===== config.mk =====
export PLATFORM = sky130hd
export DESIGN_NAME = prog_load_ctrl
export DESIGN_NICKNAME = d
export VERILOG_FILES = /design/src/rtl/prog_load_ctrl_pkg.sv /design/src/rtl/prog_load_timeout.sv /design/src/rtl/prog_load_ctrl.sv
export SDC_FILE = /design/constraint.sdc
export NUM_CORES = 1
export LEC_CHECK = 0
export BUFFER_PORTS_ARGS = -buffer_cell sky130_fd_sc_hd__buf_2
export CORE_MARGIN = 1
export CORE_UTILIZATION = 54
export CTS_CLUSTER_SIZE = 28
export DETAILED_ROUTE_END_ITERATION = 8
export GPL_ROUTABILITY_DRIVEN = 0
export GPL_TIMING_DRIVEN = 0
export PLACE_DENSITY = 0.74
export SLEW_MARGIN = 20
export SYNTH_ARGS = -nofsm -noshare
export SYNTH_HDL_FRONTEND = slang
export SYNTH_HIERARCHICAL = 1
export SYNTH_SLANG_ARGS = --single-unit
export TNS_END_PERCENT = 1

===== constraint.sdc =====
create_clock -name clock -period 4.8 [get_ports clock]
set_input_delay 1.44 -clock clock [delete_from_list [all_inputs] [get_ports clock]]
set_output_delay 1.44 -clock clock [all_outputs]
set_load 0.01 [all_outputs]

===== src/rtl/prog_load_ctrl_pkg.sv =====
// Shared types and constants for the UART program loader: FSM state encoding
// and the header / word framing sizes.
package prog_load_ctrl_pkg;

  typedef enum logic [2:0] {
    ST_IDLE,
    ST_HDR0,
    ST_HDR1,
    ST_DATA,
    ST_WRITE,
    ST_DONE,
    ST_ERR
  } state_t;

  localparam int HDR_BYTES      = 2;
  localparam int BYTES_PER_WORD = 4;

  // States in which the loader is waiting for UART bytes.
  function automatic logic is_rx_state(input state_t s);
    return (s == ST_HDR0) || (s == ST_HDR1) || (s == ST_DATA);
  endfunction

endpackage


===== src/rtl/prog_load_timeout.sv =====
// Idle counter for the loader: clears on request, counts while enabled and
// flags expiry in the cycle the count reaches TIMEOUT_CYC-1.
module prog_load_timeout #(
  parameter int TIMEOUT_CYC = 100000
) (
  input  logic clock,
  input  logic reset,
  input  logic clear,
  input  logic enable,
  output logic expire
);

  localparam int CNT_W = (TIMEOUT_CYC < 2) ? 1 : $clog2(TIMEOUT_CYC + 1);

  logic [CNT_W-1:0] cnt_q;
  logic [CNT_W-1:0] cnt_d;

  assign expire = enable && (cnt_q == CNT_W'(TIMEOUT_CYC - 1));

  always_comb begin
    cnt_d = cnt_q;
    if (clear) begin
      cnt_d = '0;
    end else if (enable && !expire) begin
      cnt_d = cnt_q + 1'b1;
    end
  end

  always_ff @(posedge clock or posedge reset) begin
    if (reset) begin
      cnt_q <= '0;
    end else begin
      cnt_q <= cnt_d;
    end
  end

endmodule


===== src/rtl/prog_load_ctrl.sv =====
// UART program loader: takes a 16-bit little-endian word count followed by
// 32-bit little-endian words and writes them into instruction memory.
module prog_load_ctrl
  import prog_load_ctrl_pkg::*;
#(
  parameter int ADDR_W      = 14,
  parameter int TIMEOUT_CYC = 100000
) (
  input  logic              clock,
  input  logic              reset,
  input  logic              start,
  input  logic              rx_valid,
  input  logic [7:0]        rx_data,
  output logic              rx_ready,
  output logic              upg_rst_o,
  output logic              upg_wen_o,
  output logic [ADDR_W-1:0] upg_adr_o,
  output logic [31:0]       upg_dat_o,
  output logic              upg_done_o,
  output logic              cpu_hold,
  output logic              err
);

  localparam int unsigned MAX_WORDS = 32'd1 << ADDR_W;

  state_t            state_q, state_d;
  logic [15:0]       n_q, n_d;
  logic [ADDR_W:0]   word_idx_q, word_idx_d;
  logic [1:0]        byte_idx_q, byte_idx_d;
  logic [31:0]       word_q, word_d;
  logic [ADDR_W-1:0] adr_q, adr_d;
  logic [31:0]       dat_q, dat_d;
  logic              err_q, err_d;
  logic              rx_ready_q, rx_ready_d;
  logic              upg_rst_q, upg_rst_d;
  logic              wen_q, wen_d;
  logic              done_q, done_d;
  logic              hold_q, hold_d;
  logic [15:0]       n_full;
  logic              xfer;
  logic              idle_clear;
  logic              idle_enable;
  logic              idle_expire;

  assign xfer        = rx_valid && rx_ready_q;
  assign idle_enable = is_rx_state(state_q) && !xfer;
  assign idle_clear  = xfer || (state_d != state_q);

  prog_load_timeout #(
    .TIMEOUT_CYC(TIMEOUT_CYC)
  ) u_timeout (
    .clock (clock),
    .reset (reset),
    .clear (idle_clear),
    .enable(idle_enable),
    .expire(idle_expire)
  );

  always_comb begin
    state_d    = state_q;
    n_d        = n_q;
    word_idx_d = word_idx_q;
    byte_idx_d = byte_idx_q;
    word_d     = word_q;
    adr_d      = adr_q;
    dat_d      = dat_q;
    err_d      = err_q;
    n_full     = {rx_data, n_q[7:0]};

    case (state_q)
      ST_IDLE, ST_DONE, ST_ERR: begin
        if (start) begin
          state_d    = ST_HDR0;
          err_d      = 1'b0;
          word_idx_d = '0;
          byte_idx_d = '0;
        end
      end
      ST_HDR0: begin
        if (xfer) begin
          n_d[7:0] = rx_data;
          state_d  = ST_HDR1;
        end else if (idle_expire) begin
          state_d = ST_ERR;
        end
      end
      ST_HDR1: begin
        if (xfer) begin
          n_d[15:8] = rx_data;
          if (n_full == 16'd0) begin
            state_d = ST_DONE;
          end else if ({16'd0, n_full} > MAX_WORDS) begin
            state_d = ST_ERR;
          end else begin
            state_d = ST_DATA;
          end
        end else if (idle_expire) begin
          state_d = ST_ERR;
        end
      end
      ST_DATA: begin
        if (xfer) begin
          word_d[{byte_idx_q, 3'b000} +: 8] = rx_data;
          byte_idx_d = byte_idx_q + 2'd1;
          if (byte_idx_q == 2'(BYTES_PER_WORD - 1)) begin
            state_d = ST_WRITE;
            adr_d   = word_idx_q[ADDR_W-1:0];
            dat_d   = word_d;
          end
        end else if (idle_expire) begin
          state_d = ST_ERR;
        end
      end
      ST_WRITE: begin
        word_idx_d = word_idx_q + 1'b1;
        if (32'(word_idx_d) == 32'(n_q)) begin
          state_d = ST_DONE;
        end else begin
          state_d = ST_DATA;
        end
      end
      default: state_d = ST_IDLE;
    endcase

    if ((state_d == ST_ERR) && (state_q != ST_ERR)) begin
      err_d = 1'b1;
    end
  end

  // Outputs are registered from the next state so they change with the state.
  always_comb begin
    rx_ready_d = is_rx_state(state_d);
    upg_rst_d  = (state_d == ST_IDLE) || (state_d == ST_ERR);
    wen_d      = (state_d == ST_WRITE);
    done_d     = (state_d == ST_DONE);
    hold_d     = is_rx_state(state_d) || (state_d == ST_WRITE) || (state_d == ST_ERR);
  end

  always_ff @(posedge clock or posedge reset) begin
    if (reset) begin
      state_q    <= ST_IDLE;
      n_q        <= '0;
      word_idx_q <= '0;
      byte_idx_q <= '0;
      word_q     <= '0;
      adr_q      <= '0;
      dat_q      <= '0;
      err_q      <= 1'b0;
      rx_ready_q <= 1'b0;
      upg_rst_q  <= 1'b1;
      wen_q      <= 1'b0;
      done_q     <= 1'b0;
      hold_q     <= 1'b0;
    end else begin
      state_q    <= state_d;
      n_q        <= n_d;
      word_idx_q <= word_idx_d;
      byte_idx_q <= byte_idx_d;
      word_q     <= word_d;
      adr_q      <= adr_d;
      dat_q      <= dat_d;
      err_q      <= err_d;
      rx_ready_q <= rx_ready_d;
      upg_rst_q  <= upg_rst_d;
      wen_q      <= wen_d;
      done_q     <= done_d;
      hold_q     <= hold_d;
    end
  end

  assign rx_ready   = rx_ready_q;
  assign upg_rst_o  = upg_rst_q;
  assign upg_wen_o  = wen_q;
  assign upg_adr_o  = adr_q;
  assign upg_dat_o  = dat_q;
  assign upg_done_o = done_q;
  assign cpu_hold   = hold_q;
  assign err        = err_q;

endmodule


==> flow_metrics.env, run 1 <==
export IMPL_outcome="completed"
export IMPL_synth_yosys_seq_area_share=0.498
export IMPL_final_nets=807
export IMPL_synth_edf_count=0
export IMPL_cts_root_buf="sky130_fd_sc_hd__clkbuf_16"
export IMPL_design_die_area_um2=13200
export IMPL_slew_violations=0
export IMPL_yosys_area_top_type="sky130_fd_sc_hd__dfrtp_1"
export IMPL_grt_antenna_before_repair=0
export IMPL_drc=0
export IMPL_cts_hold_buffers_added=0
export IMPL_routed_wire_length_per_instance_um=17.8
export IMPL_internal_power_uw=2390
export IMPL_crit_path_cell_trace="buf_2 -> and2_1 -> buf_6 -> nor3_2 -> inv_1 -> nor3_1 -> a21oi_1 -> a32oi_1 -> a211oi_1 -> o31a_1 -> a2111oi_0 -> o21ai_1 -> clkbuf_1 -> clkbuf_1 -> nor2_1"
export IMPL_synth_area_per_cell_um2=9.79
export IMPL_drt_first_iter_violations=629
export IMPL_first_global_vias=5617
export IMPL_vias_per_cell=6.04
export IMPL_die_w_um=115
export IMPL_clock_latency_ns=0.42
export IMPL_p_seq_frac=0.408
export IMPL_mappedNetlistNets=724
export IMPL_core_um2=12200
export IMPL_yosys_warnings=6
export IMPL_io_pins=64
export IMPL_synth_cell_types=75
export IMPL_worstPathArrival_ns=4.51
export IMPL_worst_ir_drop_vdd_v=0.000264
export IMPL_initial_core_util=0.564
export IMPL_area_share_of_the_largest_cell_type_after_synthesis=0.494
export IMPL_powerDensity_nw_per_um2=444
export IMPL_crit_path_end_kind="flip-flop"
export IMPL_timing_critical_path_slowest_cell_delay_ns=0.39
export IMPL_grt_first_pass_wirelength_um=28200
export IMPL_port_buffers=63
export IMPL_max_slew_margin=0.313
export IMPL_syn_to_final_growth_pct=16.1
export IMPL_htree_levels=4
export IMPL_maximum_number_of_pins_on_one_net_before_global_route_repair=84
export IMPL_cp_required_ns=5.14
export IMPL_detail_route_first_pass_iterations=5
export IMPL_setup_viol=0
export IMPL_chipHeight_um=115
export IMPL_cp_top_family="compound AO/OA/AOI/OAI gates"
export IMPL_placement_rows=40
export IMPL_cts_repair_timing_setup_buffer_count=0
export IMPL_register_bit_total_from_synthesis=137
export IMPL_dominantRegCellSynth="sky130_fd_sc_hd__dfrtp_1"
export IMPL_clk_transition_reported_paths_ns=0.05
export IMPL_comb_power_share=0.250
export IMPL_insertedDiodeCount=0
export IMPL_design_area_um2=8000
export IMPL_final_setup_skew_ns=0.00702
export IMPL_critical_path_slowest_cell="sky130_fd_sc_hd__nor3_1"
export IMPL_post_synthesis_cell_area_um2=6890
export IMPL_cts_sinks=137
export IMPL_worstMarginPinSlew_ns=1.02
export IMPL_synth_top_area_cells="sky130_fd_sc_hd__dfrtp_1 (49%), sky130_fd_sc_hd__nor2_1 (5.3%), sky130_fd_sc_hd__nand2_1 (5.2%)"
export IMPL_async_set_reset_flop_share_out_of_synthesis=1.00
export IMPL_fmax_ghz=0.239
export IMPL_worstPathBufferInverterCount=5
export IMPL_min_period_over_period=0.870
export IMPL_grt_remaining_overflow=0
export IMPL_switching_share=0.327
export IMPL_rsz0062_at_grt="false"
export IMPL_final_layout_size_suffix_gt1_frac=0.188
export IMPL_numCtsBuffers=17
export IMPL_timing_critical_path_fanout_max=10
export IMPL_timing_final_crit_period_ns=4.18
export IMPL_clock_power_share=0.342
export IMPL_syn_inst=704
export IMPL_fin_hold_ws_ns=0.464
export IMPL_finalWirelength_um=17200
export IMPL_worstSetupPathType="in -> reg"
export IMPL_cts_root_to_sink_buffers=2
export IMPL_instance_area_at_placement_um2=7450
export IMPL_worstHoldPathType="reg -> reg"
export IMPL_groute_usage_overall=0.280
export IMPL_cts_tree="built"
export IMPL_crit_path_frequent_cell="sky130_fd_sc_hd__clkbuf_1"
export IMPL_number_of_vias_in_the_routed_layout=5836
export IMPL_design_power_total_uw=3550
export IMPL_drv_max_cap_violation_count=0
export IMPL_static_leakage_power_uw=0.00380
export IMPL_detailedPlacementHpwl_um=11700
export IMPL_total_switching_power_uw=1160
export IMPL_finalHoldViolCount=0
export IMPL_cp_start_kind="primary input"
export IMPL_detail_route_antenna_nets=0
## state kept, by name (all words and copies together), names as in the netlist, 2 cells and up
name             count
state_q              3
upg_dat_o           32
n_q                 16
upg_adr_o           14
word_q              32
byte_idx_q           2
word_idx_q          15
u_timeout/cnt_q     17
## tightest hold or removal path: stages (launching register included)
cell and delay, ns:
sky130_fd_sc_hd__dfrtp_1 0.33, sky130_fd_sc_hd__nand2_1 0.05, sky130_fd_sc_hd__nand2_1 0.05
## per-stage QoR
| stage | TNS (ns) | std cells | utilization | worst slack, ns |
|---|---|---|---|---|
| after CTS | 0 | 966 | 0.655 | 0.532 |
| final | 0 | 966 | 0.655 | 0.624 |
| after floorplan | 0 | 704 | - | 0.176 |
| after global placement | -118.28 | 935 | 0.607 | -1.00 |
| after global routing | 0 | 966 | 0.655 | 0.193 |
| after detailed placement | 0 | 936 | 0.610 | 0.156 |
## final timing paths
kind                              start  slack, ns             endpoint  cells after the start
setup reg to reg             state_q[0]       1.23  u_timeout/cnt_q[11]                     14
min in group asynchronous         reset       1.02        upg_dat_o[30]                      2
hold reg to reg            upg_adr_o[5]       0.46         upg_adr_o[5]                      2
setup / recovery               rx_valid       0.62  u_timeout/cnt_q[11]                     15
hold / removal             upg_adr_o[5]       0.46         upg_adr_o[5]                      2
max in group asynchronous         reset       3.07       word_idx_q[14]                      3
## layout make-up
class / count / area (um2)
clock inverters: 7 / 70.1
inverters: 19 / 76.3
fillers: 1029 / 4210
clock buffers: 23 / 478
plain buffers: 47 / 245
flip-flops and latches: 137 / 3430
multi-input cells: 501 / 3150
repair buffers: 64 / 343
well taps: 168 / 210
## placed cells by master (no fill, tap or decap), types with 5 or more instances in the layout
cell type	synthesis	final
sky130_fd_sc_hd__dfrtp_1	136	136
sky130_fd_sc_hd__nor2_1	98	98
sky130_fd_sc_hd__nand2_1	95	95
sky130_fd_sc_hd__buf_2	9	72
sky130_fd_sc_hd__a22o_1	33	33
sky130_fd_sc_hd__a221oi_1	33	33
sky130_fd_sc_hd__o21ai_0	31	31
sky130_fd_sc_hd__clkbuf_1	26	29
sky130_fd_sc_hd__clkbuf_16	0	17
sky130_fd_sc_hd__nor3_1	16	15
sky130_fd_sc_hd__inv_1	15	14
sky130_fd_sc_hd__nand3_1	13	13
sky130_fd_sc_hd__xnor2_1	13	13
sky130_fd_sc_hd__a21oi_1	12	12
sky130_fd_sc_hd__or3_1	11	11
sky130_fd_sc_hd__nand4_1	11	11
sky130_fd_sc_hd__xor2_1	11	11
sky130_fd_sc_hd__mux2_2	8	8
sky130_fd_sc_hd__ha_1	8	8
sky130_fd_sc_hd__buf_4	7	7
sky130_fd_sc_hd__and2_1	7	7
sky130_fd_sc_hd__and3_1	7	7
sky130_fd_sc_hd__nor4_1	6	6
sky130_fd_sc_hd__nor2b_1	5	5
sky130_fd_sc_hd__nand2b_1	5	5
sky130_fd_sc_hd__o21ai_1	5	5
## per-layer routing
layer / vias to the layer above / part of all wire / track usage
li1: 2693 / - / -
met1: 2883 / 0.43 / 0.366
met2: 218 / 0.47 / 0.453
met3: 42 / 0.070 / 0.0569
met4: 0 / 0.028 / 0.120
met5: - / 0 / 0
## power groups by stage
stage                     clock [uW]  combinational (uW)  sequential (uW)
final                           1220                 888             1450
after global routing            1280                 978             1470
after CTS                       1230                 872             1450
after detailed placement           0                 866             1460
after global placement             0                 834             1450
after floorplan                    0                 638             1440
## cells by family (layout without fill, tap and decap cells)
family	Yosys count	in the layout	synth area share
compound gates	152	152	0.167
buf+inv	66	160	0.0459
fa+ha+maj	8	8	0.0145
xor+xnor	25	25	0.0329
simple gates	305	305	0.224
mux	11	11	0.0182
flops	137	137	0.498
## what timing repair did
action | 4_1_cts | 5_1_grt
endpoints found under the setup margin | 0 | 1
endpoints found under the hold margin | 0 | 0
resized for setup | 0 | 1
## Yosys cell counts (8+ instances only)
cell / n
sky130_fd_sc_hd__a221oi_1: 33
sky130_fd_sc_hd__a22o_1: 33
sky130_fd_sc_hd__nand4_1: 11
sky130_fd_sc_hd__xor2_1: 11
sky130_fd_sc_hd__dfrtp_1: 136
sky130_fd_sc_hd__or3_1: 11
sky130_fd_sc_hd__nor3_1: 16
sky130_fd_sc_hd__nand3_1: 13
sky130_fd_sc_hd__nand2_1: 95
sky130_fd_sc_hd__inv_1: 15
sky130_fd_sc_hd__o21ai_0: 31
sky130_fd_sc_hd__nor2_1: 98
sky130_fd_sc_hd__buf_2: 9
sky130_fd_sc_hd__clkbuf_1: 26
sky130_fd_sc_hd__mux2_2: 8
sky130_fd_sc_hd__ha_1: 8
sky130_fd_sc_hd__xnor2_1: 13
sky130_fd_sc_hd__a21oi_1: 12
No activity file was read; power rests on OpenSTA's default activity.
==> inputs of run 2 (changes only) <==
PLACE_DENSITY = 0.76   (was 0.74)
==> flow_metrics.env, run 2 (synthesis results as in run 1) <==
export IMPL_timing_critical_path_fanout_max=10
export IMPL_rr_endpoint="u_timeout/cnt_q[10]"
export IMPL_p_seq_frac=0.389
export IMPL_drv_max_cap_violation_count=0
export IMPL_drc=0
export IMPL_holdPathEnd="upg_adr_o[4]"
export IMPL_final_layout_size_suffix_gt1_frac=0.184
export IMPL_clock_power_share=0.377
export IMPL_detail_route_first_pass_iterations=6
export IMPL_powerDensity_nw_per_um2=463
export IMPL_io_pins=64
export IMPL_insertedDiodeCount=0
export IMPL_worst_ir_drop_vdd_v=0.000263
export IMPL_worstSetupPathType="in -> reg"
export IMPL_grt_antenna_before_repair=0
export IMPL_total_switching_power_uw=1160
export IMPL_chipHeight_um=115
export IMPL_vias_per_cell=5.95
export IMPL_resized_gates_after_cts=0
export IMPL_port_buffers=63
export IMPL_clk_transition_reported_paths_ns=0.05
export IMPL_groute_usage_overall=0.276
export IMPL_slew_violations=0
export IMPL_worstPathBufferInverterCount=4
export IMPL_cts_tree="built"
export IMPL_finalNonFillerCells=967
export IMPL_cts_hold_buffers_added=0
export IMPL_maximum_number_of_pins_on_one_net_before_global_route_repair=85
export IMPL_cp_start_kind="primary input"
export IMPL_switching_share=0.311
export IMPL_routed_wire_length_per_instance_um=17.3
export IMPL_drt_first_iter_violations=568
export IMPL_max_slew_margin=0.339
export IMPL_comb_power_share=0.234
export IMPL_hold_start="upg_adr_o[4]"
export IMPL_crit_path_end_kind="flip-flop"
export IMPL_grt_first_pass_wirelength_um=27900
export IMPL_crit_path_cell_trace="buf_2 -> and2_1 -> buf_6 -> nor3_1 -> inv_1 -> nor3_1 -> a21oi_1 -> a32oi_1 -> a211oi_1 -> o31a_1 -> a2111oi_0 -> o21ai_1 -> clkbuf_1 -> nor4_1 -> o21bai_1"
export IMPL_dp_cells=936
export IMPL_placement_rows=40
export IMPL_outcome="completed"
export IMPL_rr_startpoint="state_q[0]"
export IMPL_cp_top_family="simple AND/OR/NAND/NOR gates"
export IMPL_cts_root_to_sink_buffers=2
export IMPL_worstPathArrival_ns=4.61
export IMPL_cts_root_buf="sky130_fd_sc_hd__clkbuf_16"
export IMPL_clock_latency_ns=0.43
export IMPL_static_leakage_power_uw=0.00383
export IMPL_rsz0062_at_grt="false"
export IMPL_detailedPlacementHpwl_um=11500
export IMPL_internal_power_uw=2580
export IMPL_detail_route_antenna_nets=0
export IMPL_critical_path_slowest_cell="sky130_fd_sc_hd__nor3_1"
export IMPL_timing_final_crit_period_ns=4.27
export IMPL_cts_repair_timing_setup_buffer_count=0
export IMPL_timing_reg2reg_worst_path_depth=14
export IMPL_cts_sinks=137
export IMPL_layout_commonest_cell="sky130_fd_sc_hd__dfrtp_1"
export IMPL_worstMarginPinSlew_ns=0.984
export IMPL_numCtsBuffers=17
export IMPL_fmax_ghz=0.234
export IMPL_finalWirelength_um=16700
export IMPL_preCtsSetupSlack_ns=0.196
export IMPL_layout_setup_ws_ns=0.534
export IMPL_syn_to_final_growth_pct=17.2
export IMPL_crit_cells=15
export IMPL_r2r_slack_ns=1.11
export IMPL_grt_remaining_overflow=0
export IMPL_setup_viol=0
export IMPL_initial_core_util=0.564
export IMPL_cp_required_ns=5.15
export IMPL_hold_path_depth=2
export IMPL_finalHoldViolCount=0
export IMPL_design_die_area_um2=13200
export IMPL_worstHoldPathType="reg -> reg"
export IMPL_die_w_um=115
export IMPL_layout_common_cells="sky130_fd_sc_hd__dfrtp_1 (136), sky130_fd_sc_hd__nor2_1 (98), sky130_fd_sc_hd__nand2_1 (95)"
export IMPL_timing_critical_path_slowest_cell_delay_ns=0.45
export IMPL_core_um2=12200
export IMPL_first_global_vias=5479
export IMPL_htree_levels=4
export IMPL_number_of_vias_in_the_routed_layout=5758
export IMPL_min_period_over_period=0.889
export IMPL_crit_path_frequent_cell="sky130_fd_sc_hd__nor3_1"
export IMPL_final_nets=807
export IMPL_final_setup_skew_ns=0.00708
run 2: metal layers:
layer / wire length (um) / track usage / part of all wire
met5: 0 / 0 / 0
met4: 551 / 0.140 / 0.033
met3: 998 / 0.0543 / 0.060
met2: 7890 / 0.435 / 0.47
met1: 7290 / 0.366 / 0.44
run 2: worst max-delay path by stage:
stage	from	to	slack (ns)
2_1_floorplan	reset	byte_idx_q[0]	0.18
3_3_place_gp	reset	word_idx_q[5]	-0.99
3_5_place_dp	rx_valid	u_timeout/cnt_q[8]	0.20
4_1_cts	rx_valid	u_timeout/cnt_q[8]	0.59
5_1_grt	rx_valid	u_timeout/cnt_q[8]	0.18
6_report	rx_valid	u_timeout/cnt_q[10]	0.53
run 2: tightest hold or removal path, delay by kind of cell, from the launching register on:
family / cells / cell delay [ns]
flip-flops: 1 / 0.33
AND/OR/NAND/NOR: 2 / 0.10
run 2: final cells by class:
class	count	area, um2
buffer	47	245
clock buffer	24	462
clock inverter	7	166
fill	996	4130
inverter	19	76.3
multi-input combinational	501	3150
sequential	137	3430
tap	168	210
timing repair buffer	64	343
run 2: per-stage QoR:
step	hold WS (ns)	utilization	setup TNS [ns]	instance area, um2	power [uW]
global route	0.496	0.661	0	8080	3920
global placement	0.453	0.607	-116.83	7420	2280
detailed placement	0.459	0.610	0	7450	2330
finish	0.467	0.661	0	8080	3740
CTS	0.473	0.661	0	8080	3740
floorplan	0.448	-	0	6890	2080
run 2: power by group through the flow:
stage	combinational (uW)	clock (uW)	sequential, uW
floorplan	638	0	1440
global placement	826	0	1460
detailed placement	864	0	1470
CTS	870	1420	1450
global route	970	1480	1470
finish	876	1410	1450
==> inputs of run 3 (changes only) <==
GPL_TIMING_DRIVEN = default   (was 0)
RECOVER_POWER = 25   (was default)
==> flow_metrics.env, run 3 (synthesis results as in run 1) <==
export IMPL_worstMarginPinSlew_ns=2.60
export IMPL_maximum_number_of_pins_on_one_net_before_global_route_repair=64
export IMPL_number_of_vias_in_the_routed_layout=5721
export IMPL_design_die_area_um2=13200
export IMPL_vias_per_cell=6.18
export IMPL_groute_usage_overall=0.272
export IMPL_io_pins=64
export IMPL_worstSetupPathType="in -> reg"
export IMPL_initial_core_util=0.564
export IMPL_layout_setup_ws_ns=0.547
export IMPL_crit_path_cell_trace="clkbuf_1 -> and2_0 -> nor3_1 -> inv_1 -> nor3_1 -> a21oi_1 -> a32oi_1 -> a211oi_1 -> o31a_1 -> a2111oi_0 -> o21ai_1 -> buf_4 -> nand2b_1 -> o21bai_1"
export IMPL_crit_path_end_kind="flip-flop"
export IMPL_min_period_over_period=0.886
export IMPL_clock_power_share=0.369
export IMPL_placement_rows=40
export IMPL_p_seq_frac=0.403
export IMPL_powerDensity_nw_per_um2=471
export IMPL_worstPathArrival_ns=4.59
export IMPL_syn_to_final_growth_pct=13.8
export IMPL_detailedPlacementHpwl_um=11200
export IMPL_comb_power_share=0.228
export IMPL_finalWirelength_um=16800
export IMPL_max_slew_margin=-0.742
export IMPL_critical_path_slowest_cell="sky130_fd_sc_hd__o21ai_1"
export IMPL_htree_levels=4
export IMPL_grt_first_pass_wirelength_um=27800
export IMPL_worst_ir_drop_vdd_v=0.000276
export IMPL_die_w_um=115
export IMPL_cts_tree="built"
export IMPL_total_switching_power_uw=1160
export IMPL_preCtsSetupSlack_ns=0.252
export IMPL_crit_path_frequent_cell="sky130_fd_sc_hd__nor3_1"
export IMPL_final_nets=766
export IMPL_final_setup_skew_ns=0.00773
export IMPL_fmax_ghz=0.235
export IMPL_worstPathBufferInverterCount=3
export IMPL_cts_hold_buffers_added=0
export IMPL_insertedDiodeCount=0
export IMPL_static_leakage_power_uw=0.00369
export IMPL_rsz0062_at_grt="false"
export IMPL_grt_antenna_before_repair=0
export IMPL_final_layout_size_suffix_gt1_frac=0.174
export IMPL_timing_final_crit_period_ns=4.25
export IMPL_final_setup_tns_ns=0
export IMPL_chipHeight_um=115
export IMPL_grt_remaining_overflow=0
export IMPL_cts_root_buf="sky130_fd_sc_hd__clkbuf_16"
export IMPL_layout_commonest_cell="sky130_fd_sc_hd__dfrtp_1"
export IMPL_slew_violations=58
export IMPL_cts_sinks=137
export IMPL_clk_transition_reported_paths_ns=0.06
export IMPL_design_power_total_uw=3700
export IMPL_drv_max_cap_violation_count=1
export IMPL_drt_first_iter_violations=605
export IMPL_core_um2=12200
export IMPL_timing_critical_path_fanout_max=12
export IMPL_detail_route_first_pass_iterations=5
export IMPL_layout_common_cells="sky130_fd_sc_hd__dfrtp_1 (136), sky130_fd_sc_hd__nor2_1 (98), sky130_fd_sc_hd__nand2_1 (95)"
export IMPL_first_global_vias=5588
export IMPL_cp_required_ns=5.14
export IMPL_port_buffers=63
export IMPL_numCtsBuffers=17
export IMPL_cts_repair_timing_setup_buffer_count=0
export IMPL_drc=0
export IMPL_setup_viol=0
export IMPL_cts_root_to_sink_buffers=2
export IMPL_detail_route_antenna_nets=0
export IMPL_worstHoldPathType="reg -> reg"
export IMPL_switching_share=0.315
export IMPL_resized_gates_after_cts=0
export IMPL_cp_top_family="compound AO/OA/AOI/OAI gates"
export IMPL_routed_wire_length_per_instance_um=18.2
export IMPL_clock_latency_ns=0.42
export IMPL_timing_critical_path_slowest_cell_delay_ns=0.42
export IMPL_internal_power_uw=2530
export IMPL_cp_start_kind="primary input"
export IMPL_outcome="finished, violations left"
export IMPL_finalHoldViolCount=0
export IMPL_violated_checks="max-capacitance violations, max-slew violations"
run 3: final cells by class:
cell class	count	area, um2
Clock inverter	8	145
Tap cell	168	210
Inverter	19	72.6
Multi-Input combinational cell	501	3150
Fill cell	1006	4370
Clock buffer	22	464
Timing Repair Buffer	70	378
Sequential cell	137	3430
run 3: worst paths after layout:
kind	start	to	slack [ns]	depth (start not counted)
max in group asynchronous	reset	upg_adr_o[11]	1.89	2
hold / removal	upg_adr_o[5]	upg_adr_o[5]	0.47	2
hold reg to reg	upg_adr_o[5]	upg_adr_o[5]	0.47	2
min in group asynchronous	reset	u_timeout/cnt_q[1]	1.11	2
setup reg to reg	state_q[0]	u_timeout/cnt_q[10]	1.14	13
setup / recovery	rx_valid	u_timeout/cnt_q[10]	0.55	14
run 3: per-stage QoR:
| stage | hold WS (ns) | cell area [um2] | std cells | util |
|---|---|---|---|---|
| after detailed placement | 0.459 | 7240 | 895 | 0.593 |
| after global placement | 0.453 | 7240 | 895 | 0.593 |
| after global routing | 0.491 | 7850 | 925 | 0.642 |
| after floorplan | 0.448 | 6890 | 704 | - |
| after CTS | 0.472 | 7850 | 925 | 0.643 |
| final | 0.468 | 7850 | 925 | 0.642 |
run 3: routing by layer:
layer	vias up	wire [um]	global-route usage
met5	-	0	0
met4	0	314	0.109
met3	34	1030	0.0517
met2	251	8230	0.435
met1	2834	7230	0.366
li1	2602	-	-
run 3: power by group through the flow:
stage                     Combinational (uW)  Clock [uW]  Sequential (uW)
after floorplan                          638           0             1440
after global placement                   795           0             1490
after detailed placement                 828           0             1500
after CTS                                838        1380             1480
after global routing                     934        1430             1510
final                                    843        1370             1490
run 3: worst register-to-register path, cell delays in order, from the launching register on:
cell and delay [ns]:
sky130_fd_sc_hd__dfrtp_1 0.64, sky130_fd_sc_hd__nor2_1 0.21, sky130_fd_sc_hd__nor3_1 0.24, sky130_fd_sc_hd__inv_1 0.07, sky130_fd_sc_hd__nor3_1 0.35, sky130_fd_sc_hd__a21oi_1 0.08, sky130_fd_sc_hd__a32oi_1 0.21, sky130_fd_sc_hd__a211oi_1 0.10
sky130_fd_sc_hd__o31a_1 0.26, sky130_fd_sc_hd__a2111oi_0 0.38, sky130_fd_sc_hd__o21ai_1 0.42, sky130_fd_sc_hd__buf_4 0.31, sky130_fd_sc_hd__nand2b_1 0.15, sky130_fd_sc_hd__o21bai_1 0.15
